$ cat config.mk
export PLATFORM = sky130hd
export DESIGN_NAME = sipo_deser_flat
export DESIGN_NICKNAME = d
export VERILOG_FILES = /design/src/rtl/sipo_pkg.sv /design/src/rtl/sipo_deser_if.sv /design/src/rtl/sipo_hold_reg.sv /design/src/rtl/sipo_deser.sv /design/src/flat_wrapper.sv
export SDC_FILE = /design/constraint.sdc
export NUM_CORES = 1
export LEC_CHECK = 0
export CAP_MARGIN = 5
export CORE_MARGIN = 3
export CORE_UTILIZATION = 42
export DETAILED_ROUTE_END_ITERATION = 6
export DONT_BUFFER_PORTS = 1
export GPL_TIMING_DRIVEN = 0
export PLACE_DENSITY_LB_ADDON = 0.25
export RECOVER_POWER = 25
export SETUP_SLACK_MARGIN = 0.1
export SLEW_MARGIN = 20
export SYNTH_ARGS = -nofsm -noshare
export SYNTH_HDL_FRONTEND = slang
export SYNTH_SLANG_ARGS = --single-unit
$ cat constraint.sdc
create_clock -name clk -period 1.08 [get_ports clk]
set_input_delay 0.162 -clock clk [delete_from_list [all_inputs] [get_ports clk]]
set_output_delay 0.162 -clock clk [all_outputs]
set_load 0.03 [all_outputs]
$ cat src/rtl/sipo_pkg.sv
// sipo_pkg -- shared definitions for the serial-in/parallel-out deserializer.
//   state_t       : FSM encoding (IDLE, SHIFT, PARITY)
//   WIDTH_DEFAULT : default data word width
//   WIDTH_MIN/MAX : legal range of WIDTH
package sipo_pkg;

  typedef enum logic [1:0] {
    IDLE   = 2'd0,
    SHIFT  = 2'd1,
    PARITY = 2'd2
  } state_t;

  localparam int unsigned WIDTH_DEFAULT = 4;
  localparam int unsigned WIDTH_MIN     = 2;
  localparam int unsigned WIDTH_MAX     = 32;

endpackage

$ cat src/rtl/sipo_deser_if.sv
// sipo_deser_if -- word output handshake of the deserializer.
//   dout       : deserialized word (master -> slave)
//   dout_valid : holding register contains an unconsumed word (master -> slave)
//   dout_ready : consumer accepts dout (slave -> master)
// Modports: master (deserializer side), slave (consumer side).
interface sipo_deser_if
  import sipo_pkg::*;
#(
  parameter int unsigned WIDTH = WIDTH_DEFAULT
) ();

  logic [WIDTH-1:0] dout;
  logic             dout_valid;
  logic             dout_ready;

  modport master (
    output dout,
    output dout_valid,
    input  dout_ready
  );

  modport slave (
    input  dout,
    input  dout_valid,
    output dout_ready
  );

endinterface

$ cat src/rtl/sipo_hold_reg.sv
// sipo_hold_reg -- output holding register with valid/ready handshake and
// sticky overrun detection.
//   clk        : rising-edge clock
//   clear_n    : synchronous active-low reset
//   flush      : clears the overrun flag (held word is untouched)
//   load       : a completed word is presented on din this cycle
//   din        : completed word
//   ready      : consumer accepts dout
//   dout       : held word
//   dout_valid : held word not yet consumed
//   overrun    : sticky, a completed word was dropped
module sipo_hold_reg
  import sipo_pkg::*;
#(
  parameter int unsigned WIDTH = WIDTH_DEFAULT
) (
  input  logic             clk,
  input  logic             clear_n,
  input  logic             flush,
  input  logic             load,
  input  logic [WIDTH-1:0] din,
  input  logic             ready,
  output logic [WIDTH-1:0] dout,
  output logic             dout_valid,
  output logic             overrun
);

  logic accept;
  logic drop;

  // A new word is taken if the register is empty or drained on this edge.
  assign accept = load && (!dout_valid || ready);
  assign drop   = load && dout_valid && !ready;

  always_ff @(posedge clk) begin
    if (!clear_n) begin
      dout       <= '0;
      dout_valid <= 1'b0;
      overrun    <= 1'b0;
    end else begin
      if (accept) begin
        dout       <= din;
        dout_valid <= 1'b1;
      end else if (dout_valid && ready) begin
        dout_valid <= 1'b0;
      end

      if (flush)
        overrun <= 1'b0;
      else if (drop)
        overrun <= 1'b1;
    end
  end

endmodule

$ cat src/rtl/sipo_deser.sv
// sipo_deser -- serial-in/parallel-out deserializer, LSB first.
//   clk        : rising-edge clock (only clock)
//   clear_n    : synchronous active-low reset
//   sin        : serial data bit, sampled when sin_en=1
//   sin_en     : bit strobe
//   flush      : abort partial word, clear overrun/parity_err
//   busy       : partial word in progress
//   overrun    : sticky, a completed word was dropped
//   parity_err : sticky, parity mismatch (constant 0 without parity)
//   out        : sipo_deser_if.master (dout, dout_valid, dout_ready)
// Parameter WIDTH: data word width, legal range 2..32.
// Macro SIPO_DESER_PARITY_EN: each frame carries one trailing even-parity bit.
module sipo_deser
  import sipo_pkg::*;
#(
  parameter int unsigned WIDTH = WIDTH_DEFAULT
) (
  input  logic         clk,
  input  logic         clear_n,
  input  logic         sin,
  input  logic         sin_en,
  input  logic         flush,
  output logic         busy,
  output logic         overrun,
  output logic         parity_err,
  sipo_deser_if.master out
);

  localparam int unsigned CW = $clog2(WIDTH + 1);

  state_t           state, state_nxt;
  logic [CW-1:0]    count, count_nxt;
  logic [WIDTH-1:0] sr, sr_nxt;
  logic [WIDTH-1:0] shifted;
  logic [WIDTH-1:0] word;
  logic             load;
`ifdef SIPO_DESER_PARITY_EN
  logic             pe_set;
`endif

  // New bit enters at the MSB; after WIDTH bits the first one sits at bit 0.
  assign shifted = {sin, sr[WIDTH-1:1]};

  always_ff @(posedge clk) begin
    if (!clear_n) begin
      state <= IDLE;
      count <= '0;
      sr    <= '0;
    end else begin
      state <= state_nxt;
      count <= count_nxt;
      sr    <= sr_nxt;
    end
  end

  always_comb begin
    state_nxt = state;
    count_nxt = count;
    sr_nxt    = sr;
    load      = 1'b0;
    word      = shifted;
`ifdef SIPO_DESER_PARITY_EN
    pe_set    = 1'b0;
`endif
    if (flush) begin
      state_nxt = IDLE;
      count_nxt = '0;
      sr_nxt    = '0;
    end else if (sin_en) begin
      unique case (state)
        IDLE: begin
          sr_nxt    = shifted;
          count_nxt = CW'(1);
          state_nxt = SHIFT;
        end
        SHIFT: begin
          sr_nxt = shifted;
          if (count == CW'(WIDTH - 1)) begin
`ifdef SIPO_DESER_PARITY_EN
            count_nxt = CW'(WIDTH);
            state_nxt = PARITY;
`else
            count_nxt = '0;
            state_nxt = IDLE;
            load      = 1'b1;
`endif
          end else begin
            count_nxt = count + CW'(1);
          end
        end
`ifdef SIPO_DESER_PARITY_EN
        PARITY: begin
          // Data is already fully aligned in sr; sin is the parity bit.
          word      = sr;
          load      = 1'b1;
          pe_set    = ((^sr) != sin);
          count_nxt = '0;
          state_nxt = IDLE;
        end
`endif
        default: begin
          count_nxt = '0;
          sr_nxt    = '0;
          state_nxt = IDLE;
        end
      endcase
    end
  end

  assign busy = (state != IDLE);

`ifdef SIPO_DESER_PARITY_EN
  always_ff @(posedge clk) begin
    if (!clear_n || flush)
      parity_err <= 1'b0;
    else if (pe_set)
      parity_err <= 1'b1;
  end
`else
  assign parity_err = 1'b0;
`endif

  sipo_hold_reg #(
    .WIDTH (WIDTH)
  ) u_hold (
    .clk        (clk),
    .clear_n    (clear_n),
    .flush      (flush),
    .load       (load),
    .din        (word),
    .ready      (out.dout_ready),
    .dout       (out.dout),
    .dout_valid (out.dout_valid),
    .overrun    (overrun)
  );

endmodule

$ cat src/flat_wrapper.sv
// flat-port wrapper written by rule: the top's interface ports become plain ports
module sipo_deser_flat import sipo_pkg::*;
#(
  parameter int unsigned WIDTH = WIDTH_DEFAULT
)
  (clk, clear_n, sin, sin_en, flush, busy, overrun, parity_err, out_dout, out_dout_valid, out_dout_ready);
  sipo_deser_if #(.WIDTH(WIDTH)) out_i ();
  input  logic clk;
  input  logic clear_n;
  input  logic sin;
  input  logic sin_en;
  input  logic flush;
  output logic busy;
  output logic overrun;
  output logic parity_err;
  output wire logic [$bits(out_i.dout)-1:0] out_dout;
  output wire logic [$bits(out_i.dout_valid)-1:0] out_dout_valid;
  input wire logic [$bits(out_i.dout_ready)-1:0] out_dout_ready;
  assign out_dout = out_i.dout;
  assign out_dout_valid = out_i.dout_valid;
  assign out_i.dout_ready = out_dout_ready;
  sipo_deser #(.WIDTH(WIDTH)) u_core (.clk(clk), .clear_n(clear_n), .sin(sin), .sin_en(sin_en), .flush(flush), .busy(busy), .overrun(overrun), .parity_err(parity_err), .out(out_i));
endmodule
# After elaboration in Yosys (flattened, before gate mapping)
# Cells that the tools add are included.
dict set report totals {
  register_bits 15
  output_inout_bits 8
  word_cells 35
}
dict set report classes {
  n_addsub 1
  eq_ne 3
  mux 11
  bitwise 1
  n_reduce_logical 13
}
# cell n
set ops {}
lappend ops {{$mux W1} 6}
lappend ops {{$pmux W3 S2} 1}
lappend ops {{$logic_and A1 B1 Y1} 4}
lappend ops {{$mux W4} 1}
lappend ops {{$pmux W2 S2} 1}
lappend ops {{$reduce_bool A2 Y1} 2}
lappend ops {{$reduce_or A2 Y1} 2}
lappend ops {{$add A3 B1 Y3 const B} 1}
lappend ops {{$eq A3 B2 Y1 const B} 1}
lappend ops {{$mux W3} 1}
lappend ops {{$eq A2 B1 Y1 const B} 1}
lappend ops {{$logic_not A1 Y1} 2}
lappend ops {{$logic_not A2 Y1} 1}
lappend ops {{$mux W2} 1}
lappend ops {{$ne A2 B1 Y1 const B} 1}
lappend ops {{$reduce_and A2 Y1} 1}
lappend ops {{$logic_or A1 B1 Y1} 1}
lappend ops {{$not A1 Y1} 1}

# Logic depth before layout (Yosys ltp)
# Gate-level depths: netlist (run 1).
dict set report depth {
  word_depth 7
  ltp_mapped 4
}

# Modules after synthesis
# A second synthesis (run 1) with hierarchy kept.
dict set report hier_totals {
  hier_cells 59
  hier_area_um2 589.3
}
# mod instances cells_each area_each_um2 seq_area_each_um2
set by_module_without_submodules {}
lappend by_module_without_submodules {sipo_deser 1 34 340.3 140.1}
lappend by_module_without_submodules {sipo_hold_reg 1 25 249.0 120.1}

# Least setup slack after synthesis (run 1)
# No wires, ideal clock.
dict set report synth_path {
  path_type {flip-flop to flip-flop}
  from {reg u_core.state[0]}
  to {reg u_core.u_hold.dout[0]}
  setup_ns 0.072
  arrival_ns 1.277
  t_required_ns 1.008
  path_slack_ns -0.269
  path_stages_with_launch 4
  path_cell_list {dfxtp_1 > nand2_4 > nor4_4 > mux2i_1}
}
dict set report synth_between {
  elab_chain_cells 5
}
# element line_no
set synth_lines {}
lappend synth_lines {{from (decl)} sipo_deser.sv:31} ;# state_t state, state_nxt;
lappend synth_lines {{from (signal assigned)} sipo_deser.sv:50} ;# state <= state_nxt;
lappend synth_lines {{$eq A2 B1 Y1} sipo_deser.sv:70} ;# unique case (state)
lappend synth_lines {{$mux W1} sipo_deser.sv:70}
lappend synth_lines {{$mux W1} sipo_deser.sv:69} ;# end else if (sin_en) begin
lappend synth_lines {{$mux W1} sipo_deser.sv:65} ;# if (flush) begin
lappend synth_lines {{$logic_and A1 B1 Y1} sipo_hold_reg.sv:32} ;# assign accept = load && (!dout_valid || ready);
lappend synth_lines {{to (signal assigned)} sipo_hold_reg.sv:42} ;# dout <= din;
lappend synth_lines {{to (decl)} sipo_hold_reg.sv:23} ;# output logic [WIDTH-1:0] dout,
# Every way passes these cells.
# A chain may end at the register's enable or synchronous reset.

# Worst setup path in the final report (run 1)
dict set report layout_path {
  from {reg u_core.u_hold.dout_valid}
  to {reg u_core.u_hold.dout[1]}
}
dict set report layout_between {
  elab_chain_cells 3
}
# element line_no
set layout_lines {}
lappend layout_lines {{from (decl)} sipo_hold_reg.sv:24} ;# output logic dout_valid,
lappend layout_lines {{from (signal assigned)} sipo_hold_reg.sv:38} ;# dout_valid <= 1'b0;
lappend layout_lines {{from (signal assigned)} sipo_hold_reg.sv:43} ;# dout_valid <= 1'b1;
lappend layout_lines {{from (signal assigned)} sipo_hold_reg.sv:45} ;# dout_valid <= 1'b0;
lappend layout_lines {{$logic_not A1 Y1} sipo_hold_reg.sv:32}
lappend layout_lines {{$logic_or A1 B1 Y1} sipo_hold_reg.sv:32}
lappend layout_lines {{$logic_and A1 B1 Y1} sipo_hold_reg.sv:32}
# Every way passes these cells.

==> impl_results.md, run 1 <==
- WL per Instance: 12.1 um
- Kind of launch point of the worst setup path: flip-flop
- Number of global-route vias before repair: approximately 400
- Area of combinational cells with multiple inputs: 302 um2
- Status: finished with violations
- Vias: between 400 and 500
- HPWL after detailed placement: roughly 680 um
- Buffer levels on the longest clock path: 2
- FFs w/ async S/R, synth: 0
- Number of design-rule violations left by the first detailed-router iteration: 7
- Max-cap viol count: 0
- Buf+Inv Stages, Crit Path: 1
- Max Fanout on Critical Path: 4
- Critical hold path startpoint: sin
- Register cell area after layout: 275 um2
- Routability cong.: a little under 0.7
- Failing checks: negative setup slack
- Floorplan die height: between 40 and 50 um
- WP data required: 1.28 ns
- Fillers: between 100 and 150
- Hold path cells: 2
- Largest cells by area after synthesis: dfxtp_1 (46%), mux2i_1 (12%), nand2_1 (5.3%)
- Die area: 1820 um2
- Initial cell density of the core: 0.476
- Hold crit path type: in2reg
- Final critical delay including setup and external delays: 1.24 ns
- Sequential cell area fraction in the yosys report: 0.461
- First-pass GRT wire length: 1.66 mm
- Leakage: 0.269 nW
- Core area: 1190 um2
- Post-synthesis cell area: roughly 560 um2
- Kind of critical path: reg2reg
- Clock root buffer: clkbuf_4
- Top Family by Delay on Critical Path: simple AND/OR/NAND/NOR gates
- Total number of nets in the final design: 74
- Syn_nets: 65
- Number of optimization iterations in the first detailed-route pass: 2
- Area share of the leading cell type in the synthesized netlist: 0.461
- Final Hold Vio Count: 0
- Power density cells: approximately 1200 nW/um2
- Worst setup slack after placement: -0.266 ns
- Setup clock skew after layout: 0.00206 ns
- Total Power: between 0.8 and 0.9 mW
- Total detailed-routing wirelength: about 960 um
- Antenna Nets Post-Route: 0
- Clock slew at reported path FFs: 0.08 ns
- Number of buffers inserted during clock tree synthesis: 3
- RSZ-0062 raised after global routing: true
- Number of buffers inserted by hold repair at cts: 0
- Top Ports: 14
- Max Transition Viols Final: 0
- Most frequent cell after synthesis: dfxtp_1
- Worst setup margin: -0.161 ns
- Critical Path Sink Type: flip-flop
- Final Hold Slack: 0.0167 ns
- N_diodes: 0
- Period Utilization, post-route: 1.15
- Arrival time at the worst endpoint: between 1 and 1.5 ns
- Launch instance of the worst register-to-register path: u_core.u_hold.dout_valid
- Top FF cell, synth: dfxtp_1
- Post-layout util: 0.581
- Fmax achieved: 806 MHz
- Initial antenna violation count: 0
- Clock sinks: 13
- Largest area contributor in the netlist: dfxtp_1
- Growth of design area from synthesis to finish: 22.2%
- Yosys warning count: 0
- All-Layer GR Usage: 0.122
- Vias/cell: 5.06
- CTS tree: built
- Leading post-synthesis cells by instance count: dfxtp_1 (13), nand2_1 (8), mux2i_1 (7), nor2_1 (6)
- X dimension of the die: 42.7 um
- Origin of the worst setup path: u_core.u_hold.dout_valid
- VDD IR max: ~0.00078 V
- Number of cells traversed by the worst register-to-register path: 4
- Post-synthesis average cell area: 9.73 um2
- CTS HTree Levels: 1
- Clock latency on the worst-skew pair: 0.27 ns
- Cell variety after synth: 23
- Synth Register Bits: 13
- FP Rows: 12
- Logic depth of the worst setup path including buffers: 4
- Number of remaining DRC errors: 0
- Pin count of the biggest net entering global routing: 11
- Slowest stage cell, crit path: dfxtp_4
- Count of flip-flops with a built-in enable after synthesis: 0
- Count of port buffers added during placement: 0
- Gate count of the mapped netlist: 58
- Overflow left after global routing: 0
- Placed instance count: 72
- Number of cells in the finished layout apart from fillers: 80
- Cells along the critical path: and2b_2, nor4_4, buf_4, mux2i_1
- Fraction of layout cells with a size suffix above 1: 0.394
- Count of endpoints failing setup in the final report: 6
- CP max stage delay: 0.38 ns
## per-layer routing
layer	GRT usage	up-vias	wire length (um)
li1	-	208	-
met1	0.139	184	450
met2	0.198	11	419
met3	0.0339	2	71
met4	0.0745	0	22
met5	0	-	0
## final timing paths
kind,to,slack (ns)
worst min register to register,u_core.u_hold.dout[0],0.47
worst max-delay path,u_core.u_hold.dout[1],-0.16
worst max register to register,u_core.u_hold.dout[1],-0.16
worst min-delay path,u_core.u_hold.dout[3],0.02
## through the flow
step / setup TNS (ns) / area (um2)
after CTS: -0.558 / 656
after global routing: -0.976 / 689
after global placement: -1.03 / 604
after floorplan: -0.725 / 587
after detailed placement: -1.05 / 604
final: -0.733 / 689
## what timing repair did
| item | 4_1_cts | 5_1_grt |
|---|---|---|
| endpoints found under the hold margin | 0 | 0 |
| setup buffers | 2 | 2 |
| pin swaps | 1 | 1 |
| endpoints found under the setup margin | 6 | 12 |
| gates resized for setup | 2 | 6 |
## worst reg2reg max path, stage by stage, from the launching register on
cell and delay, ns:
dfxtp_4 0.38, and2b_2 0.22, nor4_4 0.20, buf_4 0.18, mux2i_1 0.18
## logic make-up (layout without fill, tap and decap cells)
| group | count (synthesis) | after routing | synth area share |
|---|---|---|---|
| other | 1 | 1 | 0.00665 |
| muxes | 7 | 7 | 0.124 |
| adders and majority gates | 1 | 1 | 0.0222 |
| and+or+nand+nor | 26 | 26 | 0.262 |
| DFF | 13 | 13 | 0.461 |
| AOI/OAI and AO/OA | 6 | 6 | 0.0643 |
| buffers and inverters | 4 | 12 | 0.0599 |
## final cells by class
class	instances	share of cell area
multi-input cells	41	0.437
flip-flops and latches	13	0.399
repair buffers	4	0.0490
plain buffers	3	0.0436
clock buffers	3	0.0327
well taps	14	0.0254
clock inverters	1	0.00726
inverters	1	0.00544
## layout by cell type (no fill, tap or decap), types with 2 or more instances in the layout
cell,count
buf_4,4
buf_6,3
clkbuf_4,3
dfxtp_1,5
dfxtp_2,6
dfxtp_4,2
mux2i_1,7
nand2_1,8
nand2b_1,2
nor2_1,6
o21ai_0,3
## registers in the layout, indices dropped and copies added (netlist names)
| signal | count |
|---|---|
| u_core.u_hold.dout_valid | 1 |
| u_core.sr | 3 |
| u_core.u_hold.dout | 4 |
| u_core.u_hold.overrun | 1 |
| u_core.count | 3 |
| u_core.state | 1 |
## power by group
group / internal (mW) / total (mW) / switching [mW]
clock network: 0.137 / 0.295 / 0.158
logic: 0.0222 / 0.0505 / 0.0283
registers: 0.481 / 0.492 / 0.0108
total: 0.640 / 0.837 / 0.197
Power figures use the tool's default switching activity.
==> run 2: changes to the inputs <==
==> constraint.sdc (replaced) <==
create_clock -name clk -period 1.5 [get_ports clk]
set_input_delay 0.225 -clock clk [delete_from_list [all_inputs] [get_ports clk]]
set_output_delay 0.225 -clock clk [all_outputs]
set_load 0.03 [all_outputs]
==> impl_results.md, run 2 (synthesis results as in run 1) <==
- Fmax achieved: 722 MHz (-10%)
- Leakage: 0.241 nW (-10%)
- Worst setup slack after placement: 0.0191 ns (+0.285 ns)
- Final critical delay including setup and external delays: 1.39 ns (+0.144 ns)
- WL per Instance: 12.4 um (+3.0%)
- Number of optimization iterations in the first detailed-route pass: 2 (unchanged)
- Worst setup margin: 0.115 ns (+0.276 ns)
- Arrival time at the worst endpoint: 1.59 ns (+0.15 ns)
- Max Fanout on Critical Path: 4 (unchanged)
- Kind of critical path: reg2reg
- Final Hold Vio Count: 0 (unchanged)
- Final design area excluding fillers: 618 um2 (-10%)
- Antenna Nets Post-Route: 0 (unchanged)
- Clock latency on the worst-skew pair: 0.28 ns (about the same)
- HPWL after detailed placement: 682 um (-0.25%)
- Overflow left after global routing: 0 (unchanged)
- Setup clock skew after layout: 0.00460 ns (+0.00254 ns)
- Final TNS setup: 0 ns (+0.733 ns)
- Placed cell areas: 582 um2 (-3.7%)
- N_diodes: 0 (unchanged)
- Pin count of the biggest net entering global routing: 11 (unchanged)
- CTS tree: built
- Status: finished, final reports clean
- Fillers: 122 (+13%)
- Core area: 1190 um2 (unchanged)
- RSZ-0062 raised after global routing: false
- Routability cong.: 0.687 (-1.4%)
- Total detailed-routing wirelength: 956 um (-0.83%)
- Fraction of layout cells with a size suffix above 1: 0.206 (-0.188)
- Number of buffers inserted during clock tree synthesis: 3 (unchanged)
- Number of remaining DRC errors: 0 (unchanged)
- Period Utilization, post-route: 0.924 (-0.225)
- Registers with the highest flip-flop counts: u_core.u_hold.dout: 4 flops, u_core.count: 3 flops, u_core.sr: 3 flops
- Buffer levels on the longest clock path: 2 (unchanged)
- Vias: 383 (-5.4%)
- Die area: 1820 um2 (unchanged)
- CTS HTree Levels: 1 (unchanged)
- Initial antenna violation count: 0 (unchanged)
- First-pass GRT wire length: 1.55 mm (-7.0%)
- Final Hold Slack: 0.0991 ns (+0.0825 ns)
- Most common cell after layout, fill and taps aside: dfxtp_1
- Max-cap viol count: 0 (unchanged)
- Growth of design area from synthesis to finish: 9.53%
- Most frequent cells in the layout: dfxtp_1 (12), nand2_1 (8), mux2i_1 (7)
- Clock root buffer: clkbuf_4
- Number of buffers inserted by hold repair at cts: 0 (unchanged)
- Power density cells: 980 nW/um2 (-19%)
- Vias/cell: 4.97 (-1.7%)
- All-Layer GR Usage: 0.112 (-0.00927)
- Count of port buffers added during placement: 0 (unchanged)
- Count of endpoints failing setup in the final report: 0 (-6)
- Largest register by flop count: u_core.u_hold.dout
- WP data required: 1.71 ns (+0.43 ns)
- Clock sinks: 13 (unchanged)
- Kind of launch point of the worst setup path: flip-flop
- Floorplan die height: 42.7 um (unchanged)
- Max FFs per register: 4 (unchanged)
- Initial cell density of the core: 0.476 (unchanged)
- Number of design-rule violations left by the first detailed-router iteration: 3 (-4)
- Clock slew at reported path FFs: 0.08 ns (about the same)
- X dimension of the die: 42.7 um (unchanged)
- VDD IR max: 0.000522 V (-33%)
- Critical Path Sink Type: flip-flop
- Total Power: 0.606 mW (-28%)
- FP Rows: 12 (unchanged)
- Hold crit path type: in2reg
- Top Ports: 14 (unchanged)
- Number of global-route vias before repair: 368 (-6.6%)
- Total number of nets in the final design: 71 (-4.1%)
- Max Transition Viols Final: 0 (unchanged)
## run 2: critical path, stage by stage, from the launching register on
cell and delay (ns):
dfxtp_1 0.41, and2b_2 0.28, nor4_4 0.26, buf_4 0.18, mux2i_1 0.18
## run 2: metrics by stage
| stage | utilization | std cells |
|---|---|---|
| 2_1_floorplan | - | 58 |
| 3_3_place_gp | 0.491 | 72 |
| 3_5_place_dp | 0.491 | 72 |
| 4_1_cts | 0.515 | 76 |
| 5_1_grt | 0.521 | 77 |
| 6_report | 0.521 | 77 |
## run 2: final cells by class
type                       count  area, um2  area share
clock inverter                 1       5.00     0.00810
timing repair buffer           1       7.51      0.0121
tap                           14       17.5      0.0283
multi-input combinational     41        270       0.437
sequential                    13        262       0.423
inverter                       1       3.75     0.00607
buffer                         3       30.0      0.0486
clock buffer                   3       22.5      0.0364
## run 2: repair_timing
| item | 4_1_cts | 5_1_grt |
|---|---|---|
| endpoints found under the setup margin | 4 | 3 |
| buffers inserted | 0 | 1 |
| cloned | 0 | 0 |
| resized for setup | 1 | 1 |
| pin swaps | 0 | 1 |
## run 2: where the power goes
group / internal [mW] / switching [mW] / total (mW)
combinational: 0.0157 / 0.0203 / 0.0360
sequential: 0.349 / 0.00705 / 0.356
clock: 0.0988 / 0.115 / 0.214
## run 2: worst paths after layout
path	start	end	slack, ns	cells past startpoint
max reg2reg	u_core.u_hold.dout_valid	u_core.u_hold.dout[1]	0.11	4
min	sin	u_core.sr[3]	0.1	2
max	u_core.u_hold.dout_valid	u_core.u_hold.dout[1]	0.11	4
min reg2reg	u_core.sr[1]	u_core.u_hold.dout[0]	0.47	2
## run 2: per-layer routing
metal	up-vias	routed length (um)	global-route usage
met5	-	0	0
met4	0	8	0.0559
met3	2	74	0.0636
met2	12	429	0.165
met1	169	444	0.130
li1	200	-	-
==> run 3: changes to the inputs <==
==> constraint.sdc (replaced) <==
create_clock -name clk -period 1.4 [get_ports clk]
set_input_delay 0.21 -clock clk [delete_from_list [all_inputs] [get_ports clk]]
set_output_delay 0.21 -clock clk [all_outputs]
set_load 0.03 [all_outputs]
==> impl_results.md, run 3 (synthesis results as in run 1) <==
- Pin count of the biggest net entering global routing: 11 (unchanged)
- Number of buffers inserted during clock tree synthesis: 3 (unchanged)
- All-Layer GR Usage: 0.120 (+0.00795)
- Power density cells: 1020 nW/um2 (+4.1%)
- Fmax achieved: 800 MHz (+11%)
- Number of optimization iterations in the first detailed-route pass: 4 (+2)
- Status: finished, final reports clean
- FP Rows: 12 (unchanged)
- Clock sinks: 13 (unchanged)
- Core area: 1190 um2 (unchanged)
- X dimension of the die: 42.7 um (unchanged)
- Initial antenna violation count: 0 (unchanged)
- Max Transition Viols Final: 0 (unchanged)
- Fraction of power consumed by combinational cells: 0.059 (about the same)
- Hold crit path type: in2reg
- Fraction of layout cells with a size suffix above 1: 0.250 (+0.0437)
- Kind of critical path: reg2reg
- Vias: 386 (+0.78%)
- Share of total power in sequential cells: 0.580 (-0.008)
- Max-cap viol count: 0 (unchanged)
- Arrival time at the worst endpoint: 1.46 ns (-0.13 ns)
- Antenna Nets Post-Route: 0 (unchanged)
- Registers with the highest flip-flop counts: u_core.u_hold.dout: 4 flops, u_core.count: 3 flops, u_core.sr: 3 flops
- Number of global-route vias before repair: 347 (-5.7%)
- WL per Instance: 13.0 um (+4.6%)
- Leakage: 0.248 nW (+3.2%)
- Count of port buffers added during placement: 0 (unchanged)
- RSZ-0062 raised after global routing: true
- Final critical delay including setup and external delays: 1.25 ns (-0.135 ns)
- WP data required: 1.61 ns (-0.10 ns)
- Total detailed-routing wirelength: 1.01 mm (+6.0%)
- Final TNS setup: 0 ns (unchanged)
- Total Power: 0.652 mW (+7.7%)
- Buffer levels on the longest clock path: 2 (unchanged)
- CTS tree: built
- Period Utilization, post-route: 0.893 (-0.0303)
- Die area: 1820 um2 (unchanged)
- First-pass GRT wire length: 1.60 mm (+3.6%)
- Initial cell density of the core: 0.476 (unchanged)
- CTS HTree Levels: 1 (unchanged)
- Top Ports: 14 (unchanged)
- Growth of design area from synthesis to finish: 13.3%
- Internal power summed over all cells: 0.493 mW (+6.5%)
- HPWL after detailed placement: 658 um (-3.4%)
- Max Fanout on Critical Path: 4 (unchanged)
- Max FFs per register: 4 (unchanged)
- Clock root buffer: clkbuf_4
- Switching power as a share of total power: 0.243 (+0.00848)
- Clock latency on the worst-skew pair: 0.28 ns (about the same)
- Number of cells in the finished layout apart from fillers: 78 (+1.3%)
- VDD IR max: 0.000521 V (-0.12%)
- Floorplan die height: 42.7 um (unchanged)
- Most frequent cells in the layout: dfxtp_1 (11), nand2_1 (8), mux2i_1 (7)
- Kind of launch point of the worst setup path: flip-flop
- Vias/cell: 4.95 (-0.51%)
- Placed instance count: 72 (unchanged)
- Number of remaining DRC errors: 0 (unchanged)
- Most common cell after layout, fill and taps aside: dfxtp_1
- Number of buffers inserted by hold repair at cts: 0 (unchanged)
- Setup clock skew after layout: 0.00799 ns (+0.00339 ns)
- Critical Path Sink Type: flip-flop
- Final Hold Vio Count: 0 (unchanged)
- Largest register by flop count: u_core.u_hold.dout
- Clock network fraction of total power: 0.361 (+0.008)
- Total number of nets in the final design: 72 (+1.4%)
- Final design area excluding fillers: 639 um2 (+3.4%)
- Power dissipated by switching net loads: 0.159 mW (+12%)
- Routability cong.: 0.672 (-2.2%)
- Clock slew at reported path FFs: 0.09 ns (about the same)
- Count of endpoints failing setup in the final report: 0 (unchanged)
- Number of design-rule violations left by the first detailed-router iteration: 8 (+5)
- Placed cell areas: 583 um2 (+0.22%)
- N_diodes: 0 (unchanged)
- Overflow left after global routing: 0 (unchanged)
## run 3: what timing repair did
| item | CTS | global route |
|---|---|---|
| resized for setup | 2 | 2 |
| setup buffers | 2 | 0 |
| setup endpoints to repair | 4 | 4 |
| pin swaps | 1 | 1 |
## run 3: path summary, 6_finish.rpt
| kind | start | to | slack, ns | cells after the start |
|---|---|---|---|---|
| worst max-delay path | u_core.u_hold.dout_valid | u_core.u_hold.dout[2] | 0.15 | 4 |
| worst min-delay path | sin | u_core.u_hold.dout[3] | 0.06 | 2 |
| worst max register to register | u_core.u_hold.dout_valid | u_core.u_hold.dout[2] | 0.15 | 4 |
| worst min register to register | u_core.sr[2] | u_core.u_hold.dout[1] | 0.48 | 2 |
## run 3: layer usage
layer	track usage	part of all wire	wire length, um
met2	0.180	0.49	500
met1	0.143	0.43	434
met4	0.0186	0	0
met3	0.0847	0.077	78
met5	0	0	0
## run 3: cell type report
type | instances | area, um2
sequential | 13 | 268
buffer | 3 | 30.0
tap | 14 | 17.5
timing repair buffer | 2 | 15.0
multi-input combinational | 41 | 278
clock inverter | 1 | 5.00
inverter | 1 | 3.75
fill | 117 | 547
clock buffer | 3 | 22.5
## run 3: power by group through the flow
stage	combinational (mW)	sequential, mW	clock [mW]
after floorplan	0.0335	0.389	0
after global placement	0.0375	0.390	0
after detailed placement	0.0381	0.390	0
after CTS	0.0381	0.380	0.243
after global routing	0.0420	0.379	0.256
final	0.0383	0.378	0.236
## run 3: per-stage QoR
step / utilization / setup WS, ns / hold slack (ns)
2_1_floorplan: - / 0.135 / 0.352
3_3_place_gp: 0.492 / 0.0546 / 0.357
3_5_place_dp: 0.492 / 0.0135 / 0.360
4_1_cts: 0.531 / 0.104 / 0.0528
5_1_grt: 0.539 / 0.0579 / 0.0951
6_report: 0.539 / 0.150 / 0.0605
## run 3: critical path, stage by stage (launching register included)
cell	delay, ns
dfxtp_4	0.39
and2b_2	0.23
nor4_4	0.21
buf_4	0.18
mux2i_1	0.19
